## src/rtl/mem_writer_pkg.sv

```systemverilog
// mem_writer_pkg: shared stack/opcode/status defines for the memory writer
package mem_writer_pkg;
  localparam logic [15:0] STACK_BASE = 16'h0100;
  localparam int B_BIT = 4;
  localparam int U_BIT = 5;
  typedef enum logic [2:0] {
    OP_STORE = 3'd0,
    OP_PUSH1 = 3'd1,
    OP_JSR   = 3'd2,
    OP_BRK   = 3'd3,
    OP_IRQ   = 3'd4
  } op_e;
  typedef enum logic [1:0] {ST_IDLE, ST_WRITE, ST_DONE} state_e;
  function automatic logic [1:0] byte_count(input logic [2:0] op);
    return op == OP_JSR ? 2'd2 :
           (op == OP_BRK || op == OP_IRQ) ? 2'd3 :
           (op == OP_STORE || op == OP_PUSH1) ? 2'd1 : 2'd0;
  endfunction
endpackage

```

## src/rtl/mem_writer.sv

```systemverilog
// mem_writer: sequences STORE/PUSH1/JSR/BRK/IRQ memory writes one byte per cycle
module mem_writer
  import mem_writer_pkg::*;
#(
  parameter int REG_WIDTH  = 8,
  parameter int ADDR_WIDTH = 16
) (
  input  logic                  phi1,
  input  logic                  reset,
  input  logic                  start,
  input  logic [2:0]            op_kind,
  input  logic [ADDR_WIDTH-1:0] addr_in,
  input  logic [REG_WIDTH-1:0]  data_in,
  input  logic [ADDR_WIDTH-1:0] pc_in,
  input  logic [REG_WIDTH-1:0]  status_in,
  input  logic [REG_WIDTH-1:0]  sp_in,
  output logic [ADDR_WIDTH-1:0] addr_out,
  output logic [REG_WIDTH-1:0]  data_out,
  output logic                  write_en,
  output logic [REG_WIDTH-1:0]  sp_next,
  output logic                  sp_load,
  output logic                  busy,
  output logic                  done
);
  localparam logic [REG_WIDTH-1:0] B_MASK = REG_WIDTH'(1) << B_BIT;
  localparam logic [REG_WIDTH-1:0] U_MASK = REG_WIDTH'(1) << U_BIT;
  state_e                  state;
  logic [1:0]              cnt, idx, n;
  logic [2:0]              op_q, op_s;
  logic [ADDR_WIDTH-1:0]   addr_q, pc_q, addr_s, pc_s, byte_addr;
  logic [REG_WIDTH-1:0]    data_q, status_q, sp_q, data_s, status_s, sp_s, sp_k, p_val, byte_data;
  logic                    accept, is_stack;
  // The first byte is built from the live inputs on the accepting edge, later bytes from the latched copy.
  always_comb begin
    accept    = start && state != ST_WRITE;
    op_s      = accept ? op_kind : op_q;
    addr_s    = accept ? addr_in : addr_q;
    data_s    = accept ? data_in : data_q;
    pc_s      = accept ? pc_in : pc_q;
    status_s  = accept ? status_in : status_q;
    sp_s      = accept ? sp_in : sp_q;
    idx       = accept ? 2'd0 : cnt + 2'd1;
    n         = byte_count(op_s);
    is_stack  = op_s inside {OP_PUSH1, OP_JSR, OP_BRK, OP_IRQ};
    sp_k      = sp_s - REG_WIDTH'(idx);
    p_val     = op_s == OP_BRK ? status_s | B_MASK | U_MASK : (status_s & ~B_MASK) | U_MASK;
    byte_addr = op_s == OP_STORE ? addr_s : ADDR_WIDTH'(STACK_BASE) + ADDR_WIDTH'(sp_k);
    byte_data = (op_s == OP_STORE || op_s == OP_PUSH1) ? data_s :
                idx == 2'd0 ? REG_WIDTH'(pc_s >> REG_WIDTH) :
                idx == 2'd1 ? pc_s[REG_WIDTH-1:0] : p_val;
  end
  always_ff @(posedge phi1) begin
    if (reset) begin
      state    <= ST_IDLE;
      cnt      <= '0;
      write_en <= 1'b0;
      sp_load  <= 1'b0;
      busy     <= 1'b0;
      done     <= 1'b0;
      addr_out <= '0;
      data_out <= '0;
      sp_next  <= '0;
    end else begin
      done    <= 1'b0;
      sp_load <= 1'b0;
      if (accept) begin
        op_q     <= op_kind;
        addr_q   <= addr_in;
        data_q   <= data_in;
        pc_q     <= pc_in;
        status_q <= status_in;
        sp_q     <= sp_in;
      end
      if (accept || state == ST_WRITE) begin
        if (idx < n) begin
          state    <= ST_WRITE;
          cnt      <= idx;
          write_en <= 1'b1;
          busy     <= 1'b1;
          addr_out <= byte_addr;
          data_out <= byte_data;
        end else begin
          state    <= ST_DONE;
          write_en <= 1'b0;
          busy     <= 1'b0;
          done     <= 1'b1;
          sp_load  <= is_stack;
          if (is_stack) sp_next <= sp_s - REG_WIDTH'(n);
        end
      end else begin
        state <= ST_IDLE;
      end
    end
  end
endmodule

```

## config.mk

```make
export PLATFORM = sky130hd
export DESIGN_NAME = mem_writer
export DESIGN_NICKNAME = d
export VERILOG_FILES = /design/src/rtl/mem_writer_pkg.sv /design/src/rtl/mem_writer.sv
export SDC_FILE = /design/constraint.sdc
export NUM_CORES = 1
export LEC_CHECK = 0
export CAP_MARGIN = 10
export CORE_ASPECT_RATIO = 1.75
export CORE_MARGIN = 5
export CORE_UTILIZATION = 50
export CTS_BUF_LIST = sky130_fd_sc_hd__clkbuf_8
export DETAILED_ROUTE_END_ITERATION = 8
export DONT_BUFFER_PORTS = 1
export HOLD_SLACK_MARGIN = 0.03
export MAX_ROUTING_LAYER = met4
export PLACE_DENSITY = 0.76
export SYNTH_ARGS = -nofsm -noshare
export SYNTH_HDL_FRONTEND = slang
export SYNTH_SLANG_ARGS = --single-unit
export TNS_END_PERCENT = 5
```

## constraint.sdc

```tcl
create_clock -name phi1 -period 4 [get_ports phi1]
set_input_delay 1 -clock phi1 [delete_from_list [all_inputs] [get_ports phi1]]
set_output_delay 1 -clock phi1 [all_outputs]
set_load 0.02 [all_outputs]
```

==> impl_metrics.json <==
{
  "numPortBuffers": 0,
  "cts.path.max_buffers": 2,
  "dp_hpwl_um": 9260,
  "die-height_um": 142.5,
  "area.growth.synth_to_final_pct": 6.208,
  "placed_cell_area_mm2": 0.005117,
  "pre_cts_ws_ps": 440.3,
  "synth_top_cell_by_area": "edfxtp_1",
  "drt-total-wl_um": 12910,
  "overflow": 0,
  "synth_cells": 565,
  "whs_endpoint": "pc_q[3]",
  "ys_types": 57,
  "p_int_mw": 1.763,
  "die_w_um": 85.74,
  "worst_pin_slew_ps": 1090,
  "synth_top_family_by_area": "simple AND/OR/NAND/NOR gates",
  "yosys.area.top_type_share": 0.3411,
  "design_area_mm2": 0.005330,
  "r2r-start": "done",
  "max_freq_mhz": 295.1,
  "clock_skew_ps": 12.80,
  "synth-simple-area-share": 0.2224,
  "synth_edf_count": 57,
  "status": "complete, no violations",
  "cts_resized": 0,
  "synthTopCellsByArea": "edfxtp_1 (34%), dfxtp_1 (15%), nand2_1 (13%)",
  "drc_errors": 0,
  "first_pass_iters": 5,
  "tritoncts": "built",
  "setup_slack_ps": 611.3,
  "relSlewSlack": 0.2731,
  "power_density_mw_per_mm2": 515.3,
  "required_ps": 4310,
  "grt_max_degree": 67,
  "worstPathArrival_ps": 3700,
  "synth_seq_area_share": 0.4926,
  "clock_latency_ps": 380,
  "seqPwrFrac": 0.496,
  "period_needed_ps": 3389,
  "r2r_end": "addr_out[8]",
  "yosys_warnings": 0,
  "drtAntennaViolNets": 0,
  "final_common_cell": "nand2_1",
  "fp.coreArea_mm2": 0.009849,
  "wire_per_inst_um": 18.93,
  "finalHoldViolCount": 0,
  "cts_root_buf": "clkbuf_8",
  "setup_viol_count_final": 0,
  "synthXorXnorAreaFrac": 0.02094,
  "synth_seq_cells": 95,
  "synth_compound_area_frac": 0.1521,
  "startpoint_type": "flip-flop",
  "drive_above_1_share": 0.09695,
  "period_share": 0.8472,
  "fin_nets": 621,
  "ys.flop_type": "edfxtp_1",
  "final_cell_mix": "nand2_1 (176), edfxtp_1 (57), dfxtp_1 (38)",
  "syn-num-nets": 634,
  "ys_async_sr_fraction": 0,
  "cts_setup_buffers": 0,
  "cp_max_fo": 25,
  "syn_area_mm2": 0.005019,
  "vias": 4023,
  "first_iter_violations": 223,
  "setup_tns_ps": 0,
  "cts_sinks": 95,
  "synthAdderAreaFrac": 0.02044,
  "clkPwrFrac": 0.249,
  "min_from": "pc_q[3]",
  "antenna_found_initial": 0,
  "grt_pass1_wl_um": 20420,
  "slew_viol_final": 0,
  "grt_util_all_layers": 0.2201,
  "cts-hold-fix-buffers": 0,
  "numCtsBuffers": 9,
  "swShare": 0.3581,
  "hold_depth": 2,
  "hold_path_class": "flip-flop to flip-flop",
  "ioPinCount": 98,
  "rsz0062_at_grt": "false",
  "die-area_mm2": 0.01222,
  "irDropWorstVdd_v": 0.0003251,
  "vias_per_cell": 5.899,
  "rows": 48,
  "synthMuxAreaShare": 0.05011,
  "cp-end-kind": "flip-flop",
  "p_sw_uw": 983.7,
  "clk_pin_slew_worst_paths_ps": 100,
  "diodes": 0,
  "avgSynthCellArea_um2": 8.882,
  "r2r_slack_ps": 610,
  "gp_congestion": 0.9539,
  "p_leak_nw": 2.166,
  "path_class": "flip-flop to flip-flop",
  "grt_pass1_vias": 4124,
  "maxCapViolCount": 0,
  "power_frac_comb": 0.255,
  "h-tree-depth": 3,
  "rr_worst_depth": 10,
  "start_util": 0.5095
}
==> layout make-up <==
| class | count | area, um^2 |
|---|---|---|
| Clock buffer | 10 | 137.6 |
| Clock inverter | 6 | 75.07 |
| Fill cell | 938 | 4519 |
| Inverter | 14 | 52.55 |
| Multi-Input combinational cell | 420 | 2346 |
| Sequential cell | 95 | 2472 |
| Tap cell | 125 | 156.4 |
| Timing Repair Buffer | 12 | 90.09 |
==> synthesized netlist by cell type (3+ instances only) <==
library cell    n
or2_2           3
edfxtp_1       57
nor3_1         13
buf_1           6
o211a_1         8
nor2b_1         6
o211ai_1        9
nor2_1         37
a31oi_1        13
a21oi_1        29
mux2i_1        15
dfxtp_1        38
nand2_1       176
or3_1           4
buf_2          13
and3_1          4
mux2_2          9
ha_1            5
nand3_1         8
inv_1          14
o21ai_0        18
a211oi_1       12
xor2_1          3
a311oi_1        3
xnor2_1         9
clkbuf_1       16
==> state kept, by name, summed over array words and instances, names as in the netlist, 2 cells and up <==
signal and flops:
sp_q 8, addr_out 16, status_q 6, addr_q 16
data_out 8, op_q 3, pc_q 16, data_q 8
sp_next 8, cnt 2
==> routing by layer <==
layer  track usage  vias to the layer above  wire, um
li1              -                     1948         -
met1        0.2306                     1928      4763
met2        0.3857                      122      6981
met3       0.04867                       25       841
met4        0.1068                        0       327
met5             -                        -         0
==> metrics by stage <==
stage,util,std cells,total power [mW],hold WS [ps]
floorplan,-,565,1.897,506.6
global placement,0.5196,666,2.057,524.4
detailed placement,0.5196,666,2.084,527.7
CTS,0.5412,682,2.758,554.1
global route,0.5412,682,2.901,580.1
finish,0.5412,682,2.747,550.8
==> power by group through the flow <==
stage                     clock [mW]  combinational (mW)  sequential, mW
after CTS                      0.694               0.699            1.36
final                          0.684               0.701            1.36
after global routing           0.739               0.785            1.38
after floorplan                    0               0.549            1.35
after global placement             0               0.677            1.38
after detailed placement           0               0.697            1.39
==> kinds of logic after synthesis <==
kind of cell | Yosys count
AO/OA/AOI/OAI | 112
flip-flops | 95
multiplexers | 24
adder cells (fa/ha/maj) | 7
buffers and inverters | 50
XOR/XNOR | 12
AND/OR/NAND/NOR | 265
==> worst max-delay path, stage by stage, from the launching register on <==
cell and delay, ps:
dfxtp_1 510, nand2b_1 320, nand2_2 190, nor2_1 180, a21oi_1 70, ha_1 220
or3_1 420, o21ai_2 850, buf_4 300, o21ai_0 90, a21oi_1 180
==> how the worst max path moves through the flow <==
stage | from | endpoint | slack, ps | cells past startpoint
after floorplan | start | data_out[6] | 200 | 13
after global placement | op_kind[0] | data_out[3] | 530 | 10
after detailed placement | op_kind[0] | addr_out[0] | 440 | 10
after CTS | done | addr_out[0] | 620 | 10
after global routing | done | data_out[6] | 330 | 9
final | done | addr_out[8] | 610 | 10
No activity file was read; power rests on OpenSTA's default activity.
